File: config.mk
export PLATFORM = sky130hd
export DESIGN_NAME = front_panel_mem_ctrl
export DESIGN_NICKNAME = d
export VERILOG_FILES = /design/src/rtl/front_panel_pkg.sv /design/src/rtl/front_panel_mem_ctrl.sv
export SDC_FILE = /design/constraint.sdc
export NUM_CORES = 1
export LEC_CHECK = 0
export ABC_AREA = 0
export CORE_ASPECT_RATIO = 1.2
export CORE_UTILIZATION = 44
export DETAILED_ROUTE_END_ITERATION = 8
export GPL_TIMING_DRIVEN = 0
export PLACE_DENSITY = 0.86
export SYNTH_ARGS = -nofsm -noshare
export SYNTH_HDL_FRONTEND = slang
export SYNTH_SLANG_ARGS = --single-unit
File: constraint.sdc
create_clock -name clk -period 2.4 [get_ports clk]
set_input_delay 0.48 -clock clk [delete_from_list [all_inputs] [get_ports clk]]
set_output_delay 0.48 -clock clk [all_outputs]
set_load 0.01 [all_outputs]
File: src/rtl/front_panel_pkg.sv
// Shared types for the front-panel memory initiator: FSM states, command kinds
// and the fixed-priority command encoder.
package front_panel_pkg;

    typedef enum logic [2:0] {
        IDLE    = 3'd0,
        ARB     = 3'd1,
        WR      = 3'd2,
        RD      = 3'd3,
        RD_WAIT = 3'd4
    } state_t;

    typedef enum logic [1:0] {
        EXAMINE      = 2'd0,
        EXAMINE_NEXT = 2'd1,
        DEPOSIT      = 2'd2,
        DEPOSIT_NEXT = 2'd3
    } cmd_kind_t;

    typedef struct packed {
        logic      valid;
        cmd_kind_t kind;
    } cmd_sel_t;

    // Simultaneous pulses resolve as examine > examine_next > deposit > deposit_next.
    function automatic cmd_sel_t encode_cmd(
        input logic ex,
        input logic ex_next,
        input logic dep,
        input logic dep_next
    );
        cmd_sel_t sel;
        sel.valid = ex | ex_next | dep | dep_next;
        if (ex)            sel.kind = EXAMINE;
        else if (ex_next)  sel.kind = EXAMINE_NEXT;
        else if (dep)      sel.kind = DEPOSIT;
        else               sel.kind = DEPOSIT_NEXT;
        return sel;
    endfunction

    function automatic logic is_deposit(input cmd_kind_t kind);
        return (kind == DEPOSIT) || (kind == DEPOSIT_NEXT);
    endfunction

    function automatic logic is_next(input cmd_kind_t kind);
        return (kind == EXAMINE_NEXT) || (kind == DEPOSIT_NEXT);
    endfunction

endpackage

File: src/rtl/front_panel_mem_ctrl.sv
// Altair front-panel initiator: converts switch commands into read/write cycles
// on a single-port synchronous RAM after winning the bus from the CPU.
module front_panel_mem_ctrl
    import front_panel_pkg::*;
#(
    parameter int ADDR_WIDTH = 16,
    parameter int DATA_WIDTH = 8
) (
    input  logic                  clk,
    input  logic                  reset_n,
    input  logic [ADDR_WIDTH-1:0] sw_addr,
    input  logic [DATA_WIDTH-1:0] sw_data,
    input  logic                  cmd_examine,
    input  logic                  cmd_examine_next,
    input  logic                  cmd_deposit,
    input  logic                  cmd_deposit_next,
    output logic                  bus_req,
    input  logic                  bus_grant,
    output logic [ADDR_WIDTH-1:0] mem_addr,
    output logic [DATA_WIDTH-1:0] mem_wdata,
    output logic                  mem_rd,
    output logic                  mem_we,
    input  logic [DATA_WIDTH-1:0] mem_rdata,
    output logic [ADDR_WIDTH-1:0] addr_leds,
    output logic [DATA_WIDTH-1:0] data_leds,
    output logic                  busy,
    output logic                  done
);

    state_t                r_state;
    cmd_kind_t             r_kind;
    logic                  r_bus_req;
    logic [ADDR_WIDTH-1:0] r_mem_addr;
    logic [DATA_WIDTH-1:0] r_mem_wdata;
    logic                  r_mem_rd;
    logic                  r_mem_we;
    logic [ADDR_WIDTH-1:0] r_addr_leds;
    logic [DATA_WIDTH-1:0] r_data_leds;
    logic                  r_busy;
    logic                  r_done;

    cmd_sel_t              w_cmd;
    logic [ADDR_WIDTH-1:0] w_addr_inc;

    always_comb begin
        w_cmd      = encode_cmd(cmd_examine, cmd_examine_next, cmd_deposit, cmd_deposit_next);
        w_addr_inc = r_addr_leds + 1'b1;
    end

    always_ff @(posedge clk) begin
        if (!reset_n) begin
            r_state     <= IDLE;
            r_kind      <= EXAMINE;
            r_bus_req   <= 1'b0;
            r_mem_addr  <= '0;
            r_mem_wdata <= '0;
            r_mem_rd    <= 1'b0;
            r_mem_we    <= 1'b0;
            r_addr_leds <= '0;
            r_data_leds <= '0;
            r_busy      <= 1'b0;
            r_done      <= 1'b0;
        end else begin
            r_done <= 1'b0;
            case (r_state)
                IDLE: begin
                    if (w_cmd.valid) begin
                        r_kind      <= w_cmd.kind;
                        r_addr_leds <= is_next(w_cmd.kind) ? w_addr_inc : sw_addr;
                        r_mem_wdata <= sw_data;
                        r_bus_req   <= 1'b1;
                        r_busy      <= 1'b1;
                        r_state     <= ARB;
                    end
                end
                ARB: begin
                    if (bus_grant) begin
                        r_mem_addr <= r_addr_leds;
                        if (is_deposit(r_kind)) begin
                            r_mem_we <= 1'b1;
                            r_state  <= WR;
                        end else begin
                            r_mem_rd <= 1'b1;
                            r_state  <= RD;
                        end
                    end
                end
                // Deposits read the cell back so the data LEDs show what landed in RAM.
                WR: begin
                    r_mem_we <= 1'b0;
                    r_mem_rd <= 1'b1;
                    r_state  <= RD;
                end
                RD: begin
                    r_mem_rd <= 1'b0;
                    r_state  <= RD_WAIT;
                end
                RD_WAIT: begin
                    r_data_leds <= mem_rdata;
                    r_bus_req   <= 1'b0;
                    r_done      <= 1'b1;
                    r_busy      <= 1'b0;
                    r_state     <= IDLE;
                end
                default: begin
                    r_mem_rd  <= 1'b0;
                    r_mem_we  <= 1'b0;
                    r_bus_req <= 1'b0;
                    r_busy    <= 1'b0;
                    r_state   <= IDLE;
                end
            endcase
        end
    end

    assign bus_req   = r_bus_req;
    assign mem_addr  = r_mem_addr;
    assign mem_wdata = r_mem_wdata;
    assign mem_rd    = r_mem_rd;
    assign mem_we    = r_mem_we;
    assign addr_leds = r_addr_leds;
    assign data_leds = r_data_leds;
    assign busy      = r_busy;
    assign done      = r_done;

endmodule

# [Word-level counts from Yosys, hierarchy flattened]
# Index checks and enable logic that the tools add are counted.
[op_classes] bitwise=6 n_reduce_logical=12 n_addsub=1 eq_ne=12 mux=17
[ops] operator="16-bit by 1-bit adder with 16-bit output, second input constant" n=1
[ops] operator="16-bit two-way mux" n=1
[ops] operator="3-bit one-hot mux with 4 select lines" n=1
[ops] operator="1-bit two-way mux" n=8
[ops] operator="2-bit != test, second input constant" n=4
[ops] operator="2-bit AND reduction" n=4
[ops] operator="2-bit equality test, second input constant" n=3
[ops] operator="3-bit by 2-bit equality test with 1-bit output, second input constant" n=2
[ops] operator="3-bit two-way mux" n=2
[ops] operator="3-bit AND reduction" n=2
[ops] operator="3-bit OR reduction" n=2
[ops] operator="2-bit two-way mux" n=2
[ops] operator="1-bit one-hot mux with 2 select lines" n=2
[ops] operator="3-bit by 1-bit equality test with 1-bit output, second input constant" n=1
[ops] operator="3-bit equality test, second input constant" n=1
[ops] operator="3-bit logical NOT" n=1
[ops] operator="1-bit inverter" n=3
[ops] operator="1-bit bitwise OR" n=3
[ops] operator="1-bit one-hot mux with 3 select lines" n=1
[ops] operator="2-bit by 1-bit equality test with 1-bit output, second input constant" n=1
[ops] operator="1-bit logical OR" n=2
[ops] operator="2-bit OR reduction" n=1
[totals] reg_bits=57 inputBits=39 word_cells=58

# [Depth between registers and ports, before layout]
[depth] ltp_word=6 depth_mapped=7

# [Worst setup path after synthesis]
# OpenSTA, ideal clock, no wires.
[synth_path] path_type="input -> register" startpoint="in cmd_deposit" endpoint="reg r_addr_leds[13] (netlist: addr_leds[13])" setup_slack_ns=0.552 required_ns=2.280 setup_time_ns=0.120 path_stages=5 t_arrival_ns=1.729 n_path_buf=1 path_cell_list="or4_4 > buf_6 > and2_4 > a41o_1 > a211o_1"
[synth_via] elab_chain_cells=6 word_cells_on_any_way=10 classes_between="2 x eq/ne; 4 x mux; 2 x bitwise; 2 x reduce/logical"
[synth_lines] element="start, declared" line="front_panel_mem_ctrl.sv:15" text="input logic cmd_deposit,"
[synth_lines] element="1-bit two-way mux" line="front_panel_pkg.sv:36" text="else if (dep) sel.kind = DEPOSIT;"
[synth_lines] element="2-bit two-way mux" line="front_panel_pkg.sv:35" text="else if (ex_next) sel.kind = EXAMINE_NEXT;"
[synth_lines] element="2-bit two-way mux" line="front_panel_pkg.sv:34" text="if (ex) sel.kind = EXAMINE;"
[synth_lines] element="2-bit by 1-bit equality test with 1-bit output / 2-bit equality test (equally long branches)" line="front_panel_pkg.sv:46" text="return (kind == EXAMINE_NEXT) || (kind == DEPOSIT_NEXT);"
[synth_lines] element="1-bit logical OR" line="front_panel_pkg.sv:46"
[synth_lines] element="16-bit two-way mux" line="front_panel_mem_ctrl.sv:69" text="r_addr_leds <= is_next(w_cmd.kind) ? w_addr_inc : sw_addr;"
[synth_lines] element="end signal, assigned" line="front_panel_mem_ctrl.sv:69"
[synth_lines] element="end, declared" line="front_panel_mem_ctrl.sv:37" text="logic [ADDR_WIDTH-1:0] r_addr_leds;"
# Parallel ways exist; a longest one is shown, timed or not.
# A chain may end at the register's enable or synchronous reset.

# [Worst setup path in the final report]
[layout_path] startpoint="in cmd_examine" endpoint="reg r_addr_leds[14] (netlist: addr_leds[14])"
[layout_via] elab_chain_cells=4 word_cells_on_any_way=9 classes_between="2 x eq/ne; 2 x mux; 3 x bitwise; 2 x reduce/logical"
[layout_lines] element="start, declared" line="front_panel_mem_ctrl.sv:13" text="input logic cmd_examine,"
[layout_lines] element="2-bit two-way mux / 1-bit bitwise OR (equally long branches)" line="front_panel_pkg.sv:34, front_panel_pkg.sv:33"
[layout_lines] element="2-bit by 1-bit equality test with 1-bit output (tied with other cells)" line="front_panel_pkg.sv:46"
[layout_lines] element="1-bit logical OR / 1-bit bitwise OR (equally long branches)" line="front_panel_pkg.sv:46, front_panel_pkg.sv:33"
[layout_lines] element="16-bit two-way mux / 2-bit AND reduction (equally long branches)"
# Parallel ways exist; a longest one is shown, timed or not.

==> flow_summary.yaml <==
final_layout:
  fin_nets: 462
  antenna_cells: 0
  syn2layout_area_growth_pct: 43.8
  seq_area_um2: 1120
  multi_input_area_um2: 1280
  final_layout_size_suffix_gt1_share_pct: 6.38
  fillers: 478
clock_tree:
  clk_latency_ps: 310
  clk_root_buffer_cell: "clkbuf_8"
  path_clk_slew_ps: 90
  cts_buffers: 5
  cts_hold_buf: 0
  cts-resized-gates: 0
  cts.sink_count: 56
  cts_htree_levels: 2
  clk_path_buf_depth: 2
  post_cts_buffers: 0
  cts_tree: "yes"
min_path:
  hp-class: "reg2reg"
setup_path:
  cp_num_buf_inv: 3
  worstPathRequired_ps: 2580
  worst-setup-path-type: "in2reg"
  start_kind: "input pin"
  path_common_cell: "a31oi_1"
  timing.critical_path.cells: "clkdlybuf4s50_1, or4_4, buf_6, and2_4, buf_2, a31oi_1, a31oi_1"
  cp.arrival_ps: 2390
  critPathMaxStageDelay_ps: 530
  slowest_stage: "clkdlybuf4s50_1"
  path_max_fanout: 10
  critPathCaptureType: "flop"
  crit_family: "buffers and inverters"
route:
  wl_um: 7730
  drt-met1-wl_um: 2950
  vias: 2732
  vias_per_cell: 5.61
  first_pass_iters: 5
  dr.first_iter.drc_count: 215
  routed.top_layer: "met4"
  dr_wl_met2_um: 3970
  postRouteAntennaNets: 0
  wl_met3_um: 606
  wl_per_cell_um: 15.9
  drc: 0
floorplanning:
  die-area_um2: 6110
  dieHeight_um: 85.4
  start_util_pct: 45.3
  core_um2: 5630
  die_w_um: 71.5
  num_rows: 30
  ioPinCount: 92
synthesis:
  synthFlopType: "dfxtp_1"
  ys_ff_latch: 56
  async_flop_share_pct: 0
  synth_warnings: 0
  synth_cell_types: 52
  synth-edff-count: 0
  synth_nets: 364
  synth-seq-area-share_pct: 44.0
  synthCells: 324
  avgSynthCellArea_um2: 7.87
  synth_area_um2: 2550
grt:
  grt_pass1_wl_um: 12500
  antenna_found_initial: 0
  grt_pass1_vias: 2696
  grt_usage_pct: 25.9
  grt_max_degree: 17
  grt_overflow: 0
timing:
  timing.final.crit_share_pct: 92.2
  grt_setup_unrepaired: "no"
  setup_viol: 0
  holdWs_ps: 457
  post-route-min-period_ps: 2210
  fmax_mhz: 452
  worst_pin_slew_ps: 526
  slew_violations: 0
  relSlewSlack_pct: 64.9
  clock_skew_ps: 8.75
  fin_ws_ps: 187
  fin_setup_tns_ps: 0
  hold_viol: 0
place:
  port_buffers: 91
  gp_congestion: 0.871
  dp_slack_ps: -109
  dpl.hpwl_um: 5700
power_and_ir_drop:
  ir_drop_v: 0.000266
  powerDensity_nw_per_um2: 594
  p_leak_nw: 1.28
run:
  timing.max_cap.violations: 0
run_status:
  status: "completed"
==> power breakdown <==
group	leakage, nW	switching, W	internal, W
registers	0.457	0.0000651	0.000985
logic	0.755	0.000225	0.000235
clock network	0.0645	0.000299	0.000368
total	1.28	0.000589	0.00159
==> kinds of logic (layout without fill, tap and decap cells) <==
group	after synthesis	after routing	synth area share, %
buffers and inverters	30	129	5.64
DFF	56	56	44.0
and+or+nand+nor	143	143	26.6
adders and majority gates	1	1	0.491
AOI/OAI and AO/OA	94	94	23.3
==> per-layer routing <==
layer	GRT usage (%)	vias to the layer above
met5	0	-
met4	12.1	0
met3	6.29	21
met2	45.8	136
met1	29.2	1232
li1	-	1343
==> state kept, by name (all words and copies together) (netlist names) <==
| signal | count |
|---|---|
| r_state | 3 |
| mem_addr | 16 |
| mem_wdata | 8 |
| done | 1 |
| busy | 1 |
| mem_we | 1 |
| r_kind | 1 |
| mem_rd | 1 |
| data_leds | 8 |
| addr_leds | 16 |
==> placed cells by master (no fill, tap or decap), drive strengths merged, types with 3 or more instances in the layout <==
master and instances:
dfxtp 56, o221ai 3, a21oi 47, o22ai 5, nand2 87, nor3 4, a211oi 3, or2 5
inv 5, a31oi 3, clkbuf 23, or4 3, nor4 6, o31a 7, nand4 6, nand3 8
clkdlybuf4s50 91, nor2 10, o21ai 11, buf 9
==> cells in the mapped netlist (2+ instances only) <==
master,number,share of area [%]
nand2_1,85,13
dfxtp_1,56,44
a21oi_1,47,9.2
clkbuf_1,16,2.4
nor2_1,10,1.5
o21ai_0,10,2.0
nand3_1,8,1.6
o31a_1,7,2.4
nand4_1,6,1.5
nor4_1,6,1.5
inv_1,5,0.74
o22ai_1,5,1.2
buf_2,4,0.79
or2_2,4,0.98
a211oi_1,3,0.88
a31oi_1,3,0.74
buf_6,3,1.3
nor3_1,3,0.59
o221ai_1,3,1.0
a211o_1,2,0.69
a41o_1,2,0.79
and3_1,2,0.49
and4_1,2,0.69
nand2_2,2,0.49
nand2b_1,2,0.49
or4_1,2,0.59
==> worst min-delay path, stage by stage, from the launching register on <==
cell and delay [ps]:
dfxtp_1 320, nand2_1 50, a21oi_1 50
==> layout make-up <==
type,count,share of cell area [%]
buffer,25,3.41
clock buffer,7,2.63
clock inverter,1,0.819
inverter,5,0.512
multi-input combinational,238,35.0
sequential,56,30.6
tap,64,2.18
timing repair buffer,91,24.8
==> through the flow <==
| stage | utilization, % | instances | power [W] | instance area [µm²] |
|---|---|---|---|---|
| floorplan | - | 324 | 0.00128 | 2550 |
| CTS | 65.1 | 487 | 0.00218 | 3670 |
| detailed placement | 62.9 | 479 | 0.00152 | 3540 |
| global placement | 62.9 | 479 | 0.00151 | 3540 |
| finish | 65.1 | 487 | 0.00218 | 3670 |
| global route | 65.1 | 487 | 0.00226 | 3670 |
==> final timing paths <==
path	from	endpoint	slack [ps]	cells after the start
min reg2reg	mem_wdata[1]	mem_wdata[1]	460	2
max reg2reg	r_state[2]	mem_wdata[5]	470	6
max	cmd_examine	addr_leds[14]	190	7
min	mem_wdata[1]	mem_wdata[1]	460	2
Note: power is estimated with default switching activity, not from simulation.
==> patch (config.mk and constraints unchanged) <==
Change the parameter `DATA_WIDTH` from 8 to 6.
--- a/src/rtl/front_panel_mem_ctrl.sv
+++ b/src/rtl/front_panel_mem_ctrl.sv
@@ -4,7 +4,7 @@
     import front_panel_pkg::*;
 #(
     parameter int ADDR_WIDTH = 16,
-    parameter int DATA_WIDTH = 8
+    parameter int DATA_WIDTH = 6
 ) (
     input  logic                  clk,
     input  logic                  reset_n,
Interface: changed (resized data_leds, mem_rdata, mem_wdata and sw_data); port bits go from 92 to 84. The function was not compared with the original's and may differ.
==> patch against the unedited design <==
- setup slack better by 0.0034 ns
- final area is 5.3% lower
- total power fell by 5.0%
- routed wire length down 9.8%
- critical path type unchanged
- largest power group unchanged
- critical path depth rose by 1
- combinational power fell by 4%
- first-iteration DRC count shrank 14%
- sequential cell count is 4 lower
- global-route usage decreased by 1.8 points
- synthesized area decreased by 4.4%
- highest routed layer unchanged
==> patch: results (changes against the unedited design) <==
* Vias in the first global route at 2475 (-8.2%)
* Status: finished, final reports clean
* Metal-1 WL at 2862 microns (-3.1%)
* Total GRT Usage at 24.13% (-1.8 points)
* WL met3 at 450 microns (-26%)
* CP arrival at 2.41 ns (+0.02 ns)
* Post-DP HPWL at 5104 microns (-10%)
* DR pass1 iterations at 4 (-1)
* Largest net degree at the start of global routing at 16 (-1)
* Crit path launch: cmd_deposit
* Largest fanout on the critical path at 10 (unchanged)
* IO Port Bufs at 83 (-8.8%)
* Clock share of power at 31.7% (+1.1 points)
* Clock skew at 0.007947 ns (-0.0007989 ns)
* Setup Fix Bufs, Post-CTS at 0 (unchanged)
* Cell family with most CP delay: buffers and inverters
* Post-CTS sizing at 0 (unchanged)
* Latest clock arrival within the worst-skew pair at 0.31 ns (about the same)
* DRT iter0 DRCs at 184 (-14%)
* Largest cells by area after synthesis: dfxtp_1 43%, nand2_1 12%, a21oi_1 8.2%
* Post-Place Cell Area at 3346 sq um (-5.5%)
* Antenna diodes at 0 (unchanged)
* CP peak stage delay at 0.51 ns (-0.02 ns)
* Seq/Total Area, Yosys at 42.71% (-1.3 points)
* Hold_sp: mem_addr[4]
* Root buffer cell: clkbuf_8
* GP Congestion at 0.9195 (+5.5%)
* Detail Route met2 WL at 3546 microns (-11%)
* Ys async rst share at 0% (unchanged)
* Via count at 2687 (-1.6%)
* First-pass GRT wire length at 11520 microns (-7.7%)
* Comb power frac at 21.4% (+0.3 points)
* Power Density at 595.8 nW/um^2 (+0.36%)
* Peak supply drop at 0.3398 mV (+28%)
* Post-place setup slack at -0.1123 ns (-0.003523 ns)
* Top cells by count, synth: 75 x nand2_1, 52 x dfxtp_1, 40 x a21oi_1
* R2R depth at 5 (-1)
* Worst reg2reg path startpoint: addr_leds[0]
* Yosys cell types at 45 (-13%)
* DR top layer: met4
* Worst Max-Slew Pin Slew at 0.5442 ns (+0.01772 ns)
* WL final at 6973 microns (-9.8%)
* Leak at 1.183 nW (-7.3%)
* Layout cell share with drive strength beyond 1 at 6.143% (-0.24 points)
* Fin nets at 442 (-4.3%)
* Net Sw Frac at 27.12% (+0.083 points)
* Bufs on Longest Clock Path at 2 (unchanged)
* Syn Nets at 352 (-3.3%)
==> patch: logic make-up after synthesis <==
group | Yosys count | share of synthesized area, %
buffers and inverters | 37 | 6.674
muxes | 7 | 3.029
adders and majority gates | 1 | 0.5133
AOI/OAI and AO/OA | 79 | 19.05
DFF | 52 | 42.71
and+or+nand+nor | 140 | 28.03
==> patch: layer usage <==
metal / global-route usage, % / up-vias
met3: 5.193 / 14
met4: 7.273 / 0
met2: 41.87 / 117
met1: 29.69 / 1255
li1: - / 1301
met5: 0 / -
==> patch: metrics by stage <==
stage | cells | TNS, ns | util [%] | hold slack (ns) | power [mW]
finish | 469 | 0 | 65.54 | 0.4590 | 2.069
detailed placement | 461 | -1.454 | 63.16 | 0.4484 | 1.426
global placement | 461 | -0.8019 | 63.16 | 0.4418 | 1.417
CTS | 469 | 0 | 65.54 | 0.4611 | 2.077
floorplan | 316 | 0 | - | 0.4582 | 1.207
global route | 469 | 0 | 65.54 | 0.4743 | 2.162
==> patch: worst paths after layout <==
kind / to / slack, ns
setup reg to reg: addr_leds[14] / 0.35
setup / recovery: addr_leds[14] / 0.19
hold reg to reg: mem_addr[4] / 0.46
hold / removal: mem_addr[4] / 0.46
==> patch: cell type report <==
cell class | count | area, sq um
Fill cell | 438 | 1826
Multi-Input combinational cell | 227 | 1234
Sequential cell | 52 | 1041
Timing Repair Buffer | 83 | 830.8
Buffer | 29 | 132.6
Clock buffer | 7 | 96.34
Tap cell | 62 | 77.57
Clock inverter | 1 | 30.03
Inverter | 8 | 30.03
==> patch: tightest hold or removal path, stage by stage, from the launching register on <==
cell and delay (ns):
dfxtp_1 0.32, nand2_1 0.05, a21oi_1 0.05
